## config.mk

```make
export PLATFORM = sky130hd
export DESIGN_NAME = hall_effect_sensor
export DESIGN_NICKNAME = d
export VERILOG_FILES = /design/src/rtl/hall_effect_sensor.sv
export SDC_FILE = /design/constraint.sdc
export NUM_CORES = 1
export LEC_CHECK = 0
export ABC_AREA = 0
export CAP_MARGIN = 20
export CORE_MARGIN = 4
export CORE_UTILIZATION = 25
export CTS_CLUSTER_DIAMETER = 200
export CTS_CLUSTER_SIZE = 20
export DETAILED_ROUTE_END_ITERATION = 16
export GPL_TIMING_DRIVEN = 0
export PLACE_DENSITY = 0.5
export SYNTH_ARGS = -nofsm -noshare
export SYNTH_HDL_FRONTEND = slang
export SYNTH_SLANG_ARGS = --single-unit
```

## constraint.sdc

```tcl
create_clock -name clock -period 4.4 [get_ports clock]
set_clock_uncertainty 0.05 [all_clocks]
set_input_delay 0.88 -clock clock [delete_from_list [all_inputs] [get_ports clock]]
set_output_delay 0.88 -clock clock [all_outputs]
set_load 0.05 [all_outputs]
```

## src/rtl/hall_effect_sensor.sv

```systemverilog
// Hall-sensor commutation for a 3-phase bridge: synchronizes and debounces the hall code,
// then maps it to per-phase high/low/float drive with dead time between differing patterns.
module hall_effect_sensor #(
  parameter int unsigned DEBOUNCE_CYCLES = 2,
  parameter int unsigned DEAD_TIME       = 2
) (
  input  logic       clock,
  input  logic       reset,
  input  logic [2:0] h,
  output logic [2:0] u,
  output logic [2:0] z
);

  localparam int unsigned DbW = $clog2(DEBOUNCE_CYCLES + 1);
  localparam int unsigned DtW = (DEAD_TIME > 0) ? $clog2(DEAD_TIME + 1) : 1;
  localparam logic [DbW-1:0] DbMax = DbW'(DEBOUNCE_CYCLES);
  localparam logic [DtW-1:0] DtLoad = DtW'(DEAD_TIME);
  localparam logic [5:0] AllFloat = 6'b000_111;

  logic [2:0]     s1_q, s2_q;
  logic [2:0]     cand_q, cand_d;
  logic [DbW-1:0] dbc_q, dbc_d;
  logic [2:0]     acc_q, acc_d;
  logic [DtW-1:0] dtc_q, dtc_d;
  logic [2:0]     u_q, u_d;
  logic [2:0]     z_q, z_d;
  logic           accept;
  logic           changed;

  // Returns {u, z} for a hall code; invalid codes float every phase.
  function automatic logic [5:0] drive_pattern(input logic [2:0] c);
    logic [5:0] p;
    case (c)
      3'b101:  p = 6'b001_100;
      3'b100:  p = 6'b001_010;
      3'b110:  p = 6'b010_001;
      3'b010:  p = 6'b010_100;
      3'b011:  p = 6'b100_010;
      3'b001:  p = 6'b100_001;
      default: p = AllFloat;
    endcase
    return p;
  endfunction

  function automatic logic code_valid(input logic [2:0] c);
    return (c != 3'b000) && (c != 3'b111);
  endfunction

  always_comb begin
    cand_d = cand_q;
    dbc_d  = dbc_q;
    acc_d  = acc_q;
    dtc_d  = dtc_q;
    u_d    = u_q;
    z_d    = z_q;

    if (s2_q != cand_q) begin
      cand_d = s2_q;
      dbc_d  = DbW'(1);
    end else if (dbc_q < DbMax) begin
      dbc_d = dbc_q + DbW'(1);
    end

    // Fires once per stable run: on the edge the run length first reaches the threshold.
    accept  = (dbc_d == DbMax) && ((dbc_d != dbc_q) || (s2_q != cand_q));
    changed = accept && (s2_q != acc_q);

    if (changed) begin
      acc_d = s2_q;
      if (!code_valid(s2_q)) begin
        {u_d, z_d} = AllFloat;
        dtc_d      = '0;
      end else if (DEAD_TIME == 0) begin
        {u_d, z_d} = drive_pattern(s2_q);
        dtc_d      = '0;
      end else begin
        {u_d, z_d} = AllFloat;
        dtc_d      = DtLoad;
      end
    end else if (dtc_q != '0) begin
      dtc_d = dtc_q - DtW'(1);
      if (dtc_q == DtW'(1)) begin
        {u_d, z_d} = drive_pattern(acc_q);
      end
    end
  end

  always_ff @(posedge clock) begin
    if (reset) begin
      s1_q   <= 3'b000;
      s2_q   <= 3'b000;
      cand_q <= 3'b000;
      dbc_q  <= '0;
      acc_q  <= 3'b000;
      dtc_q  <= '0;
      u_q    <= 3'b000;
      z_q    <= 3'b111;
    end else begin
      s1_q   <= h;
      s2_q   <= s1_q;
      cand_q <= cand_d;
      dbc_q  <= dbc_d;
      acc_q  <= acc_d;
      dtc_q  <= dtc_d;
      u_q    <= u_d;
      z_q    <= z_d;
    end
  end

  assign u = u_q;
  assign z = z_q;

endmodule

```

# Yosys cells after proc, flatten, opt, wreduce, memory -nomap -nowiden
# Cells that the tools add are included.
[op_classes]
add_sub_neg = 2
n_lt_le_gt_ge = 1
eq_ne = 12
mux = 6
n_reduce_logical = 9
[ops]
columns = ["operator", "count"]
rows = [
  ["$pmux W6 S6", 1],
  ["$mux W2", 5],
  ["$eq A3 B3 Y1 const B", 3],
  ["$eq A3 B2 Y1 const B", 2],
  ["$ne A3 B3 Y1", 2],
  ["$reduce_bool A2 Y1", 2],
  ["$eq A3 B1 Y1 const B", 1],
  ["$logic_and A1 B1 Y1", 3],
  ["$ne A3 B3 Y1 const B", 1],
  ["$reduce_bool A3 Y1", 1],
  ["$add A2 B1 Y2 const B", 1],
  ["$eq A2 B1 Y1 const B", 1],
  ["$eq A2 B2 Y1 const B", 1],
  ["$lt A2 B2 Y1 const B", 1],
  ["$ne A2 B2 Y1", 1],
  ["$reduce_and A2 Y1", 1],
  ["$reduce_or A2 Y1", 1],
  ["$sub A2 B1 Y2 const B", 1],
  ["$logic_or A1 B1 Y1", 1],
]
[totals]
ff_bits = 22
in_bits = 5
output_inout_bits = 6
wordCells = 38

# Longest topological paths before layout
[depth]
ltp_word = 8
depth_mapped = 6
ltp_nobuf = 6

# Worst setup path after synthesis
# Ideal clock, no wire load.
[synth_path]
path_kind = "register to register"
start = "register s2_q[1]"
end = "register acc_q[0]"
setup_time_ns = 0.121
arrival_ns = 1.578
required_time_ns = 4.229
path_slack_ns = 2.650
stages_incl_launch_ff = 6
n_path_buf = 1
period_less_slack_ns = 1.750
path_cell_list = "dfxtp_1 > xnor2_1 > nand3_1 > or4_1 > buf_6 > mux2_4"
[synth_via]
elab_chain_len = 6
elab_cells_between_ends = 8
classes_between = "eq/ne (4); mux (1); reduce/logical (3)"
[synth_rtl]
columns = ["element", "line", "text"]
rows = [
  ["from (decl)", "20", "logic [2:0] s1_q, s2_q;"],
  ["from (signal assigned)", "100", "s2_q <= s1_q;"],
  ["$ne A3 B3 Y1", "57, 65", ""],
  ["$mux W2", "57", "if (s2_q != cand_q) begin"],
  ["$ne A2 B2 Y1", "65", "accept = (dbc_d == DbMax) && ((dbc_d != dbc_q) || (s2_q != cand_q));"],
  ["$logic_or A1 B1 Y1", "65", ""],
  ["$logic_and A1 B1 Y1", "65", ""],
  ["$logic_and A1 B1 Y1 (*)", "66", "changed = accept && (s2_q != acc_q);"],
  ["to (signal assigned)", "94", "acc_q <= 3'b000;"],
  ["to (signal assigned)", "103", "acc_q <= acc_d;"],
  ["to (decl)", "23", "logic [2:0] acc_q, acc_d;"],
]
# Every way passes the cells marked *; elsewhere a longest branch is shown, timed or not.
# A chain may end at the register's enable or synchronous reset.

# Final worst setup path
[layout_path]
start = "register u_q[1], in the netlist u[1]"
end = "output u[1]"
[layout_rtl]
columns = ["element", "line", "text"]
rows = [
  ["from (decl)", "25", "logic [2:0] u_q, u_d;"],
  ["from (signal assigned)", "105", "u_q <= u_d;"],
  ["to (decl)", "10", "output logic [2:0] u,"],
]
# No word-level cell between the ends.

==> impl_metrics.env <==
export IMPL_outcome="finished, final reports clean"
export IMPL_leakagePower_nw=0.474
export IMPL_grt_overflow=0
export IMPL_relSlewSlack_pct=34.1
export IMPL_cp_slowest_stage_delay_ns=0.80
export IMPL_seqCellArea_um2=440
export IMPL_setup_ws_ns=2.07
export IMPL_mostFrequentLayoutCells="22 x dfxtp_1, 12 x nor2b_1, 10 x clkdlybuf4s50_1, 8 x inv_1, 7 x nor2_1"
export IMPL_rsz0062_at_grt="false"
export IMPL_worstPathRequired_ns=3.47
export IMPL_route_met3_wl_um=35
export IMPL_worst_path_buf_inv=1
export IMPL_dieWidth_um=69.8
export IMPL_seqPwrFrac_pct=49.8
export IMPL_root_buffer="clkbuf_8"
export IMPL_synthCells=93
export IMPL_dp_hpwl_um=1190
export IMPL_first_pass_iters=3
export IMPL_antenna_found_initial=0
export IMPL_drive_above_1_share_pct=7.55
export IMPL_cp_max_fo=2
export IMPL_crit_family="buffers and inverters"
export IMPL_routed_top_layer="met4"
export IMPL_syn2layout_area_growth_pct=21.1
export IMPL_port_buffers=10
export IMPL_ys_warn_count=0
export IMPL_drt_wl_total_um=1560
export IMPL_rows=22
export IMPL_fin_tns_setup_ns=0
export IMPL_place_ws_ns=1.95
export IMPL_switching_power_w=0.000124
export IMPL_die_y_um=69.8
export IMPL_path_class="reg -> out"
export IMPL_setup_viol=0
export IMPL_cts_inserted_buffers=3
export IMPL_num_vias=657
export IMPL_worstPathArrival_ns=1.40
export IMPL_track_usage_pct=6.82
export IMPL_worst_pin_slew_ns=0.976
export IMPL_post_place_cells=151
export IMPL_drcViolationCount=0
export IMPL_vias_per_cell=4.27
export IMPL_timing_final_crit_share_pct=52.9
export IMPL_p_int_w=0.000326
export IMPL_clockBufferDepth=2
export IMPL_stdcell_count=154
export IMPL_start_util_pct=26.0
export IMPL_nNetsFinal=118
export IMPL_mostFrequentLayoutCell="dfxtp_1"
export IMPL_cts_tree="done"
export IMPL_cts_setup_buffers=0
export IMPL_start_kind="flip-flop"
export IMPL_grt_max_degree=12
export IMPL_core_area_mm2=0.00366
export IMPL_io_pins=11
export IMPL_n_antenna_cell=0
export IMPL_ys_ff_latch=22
export IMPL_swShare_pct=27.6
export IMPL_fmax_ghz=0.429
export IMPL_ant_nets=0
export IMPL_setup_worst_path_end_class="output pin"
export IMPL_drv_slew=0
export IMPL_grt_pass1_vias=613
export IMPL_drt_iter0_markers=14
export IMPL_hold_path_class="reg -> reg"
export IMPL_hold_buffers=0
export IMPL_synthesis_nets=103
export IMPL_cts_num_sinks=22
export IMPL_m1WireLength_um=780
export IMPL_synth_area_um2=953
export IMPL_p_per_area_mw_per_mm2=390
export IMPL_netlist_cell_type_count=24
export IMPL_gp_congestion=0.704
export IMPL_critical_path_cell_chain="clkdlybuf4s50_1"
export IMPL_wire_per_inst_um=10.1
export IMPL_nFillCells=372
export IMPL_cts_resized=0
export IMPL_grt_pass1_wl_um=2700
export IMPL_wl_met2_um=723
export IMPL_crit_slowest_cell="clkdlybuf4s50_1"
export IMPL_hold_ws_ns=0.388
export IMPL_clkLatencyLatePin_ns=0.25
export IMPL_period_minus_slack_ns=2.33
export IMPL_cts_max_level=1
export IMPL_die_area_mm2=0.00487
export IMPL_yosysSeqAreaShare_pct=46.2
export IMPL_clockPowerShare_pct=26.5
export IMPL_maxCapViolations=0
export IMPL_final_util_pct=31.5
export IMPL_clk_pin_slew_worst_paths_ns=0.07
export IMPL_avgSynthCellArea_um2=10.3
export IMPL_p_comb_share_pct=23.6
export IMPL_vdd_drop_max_mv=0.138
export IMPL_hold_violations=0
export IMPL_multi_input_area_um2=464
[per-layer routing]
metal	vias to the layer above	GRT usage (%)
li1	333	-
met5	-	0
met4	0	3.19
met2	7	11.0
met1	313	8.44
met3	4	1.74
[power groups by stage]
stage / Combinational (W) / Clock, W / Sequential [W]
3_3_place_gp: 0.000108 / 0 / 0.000229
6_report: 0.000107 / 0.000120 / 0.000225
2_1_floorplan: 0.0000768 / 0 / 0.000238
5_1_grt: 0.000121 / 0.000136 / 0.000227
3_5_place_dp: 0.000109 / 0 / 0.000229
4_1_cts: 0.000109 / 0.000125 / 0.000225
[state kept, by name, summed over array words and instances (netlist names)]
register	count
acc_q	3
cand_q	3
dbc_q	2
dtc_q	2
s1_q	3
s2_q	3
u	3
z	3
[cells by family (layout without fill, tap and decap cells)]
logic type	after synthesis	after routing	synth area share, %
AO/OA/AOI/OAI	6	6	4.73
buffers and inverters	11	24	5.12
adder cells (fa/ha/maj)	5	5	6.56
multiplexers	9	9	11.5
XOR/XNOR	8	8	7.35
flip-flops	22	22	46.2
AND/OR/NAND/NOR	32	32	18.5
[cells in the mapped netlist]
master | count | area, um2
nor3b_1 | 1 | 7.51
clkbuf_1 | 1 | 3.75
mux2i_1 | 5 | 50.1
nand2_1 | 1 | 3.75
a21oi_1 | 2 | 10.0
nor2b_1 | 12 | 75.1
nand3_1 | 3 | 15.0
o41ai_1 | 1 | 8.76
nor3_1 | 4 | 20.0
xnor2_1 | 4 | 35.0
and3_1 | 1 | 6.26
a211o_1 | 1 | 8.76
mux2_4 | 4 | 60.1
or4_1 | 1 | 7.51
and2b_1 | 2 | 15.0
buf_6 | 1 | 11.3
nor2_1 | 7 | 26.3
ha_1 | 5 | 62.6
a2111oi_0 | 1 | 8.76
buf_1 | 1 | 3.75
a221oi_1 | 1 | 8.76
xor2_1 | 4 | 35.0
dfxtp_1 | 22 | 440
inv_1 | 8 | 30.0
[cell type report]
| type | instances | area share, % |
|---|---|---|
| flip-flops and latches | 22 | 38.1 |
| multi-input cells | 60 | 40.2 |
| well taps | 48 | 5.20 |
| inverters | 8 | 2.60 |
| plain buffers | 3 | 1.63 |
| clock buffers | 3 | 3.58 |
| repair buffers | 10 | 8.67 |
[through the flow]
step | total power (W) | area (um2)
final | 0.000451 | 1150
after global routing | 0.000483 | 1150
after CTS | 0.000459 | 1150
after detailed placement | 0.000338 | 1110
after global placement | 0.000337 | 1110
after floorplan | 0.000315 | 953
[worst paths after layout]
path	from	to	slack, ns	cells past startpoint
setup / recovery	u[1]	u[1]	2.07	1
hold reg to reg	s1_q[1]	s2_q[1]	0.39	1
hold / removal	s1_q[1]	s2_q[1]	0.39	1
setup reg to reg	s2_q[2]	u[1]	2.44	4
(Power assumes the default switching activity.)
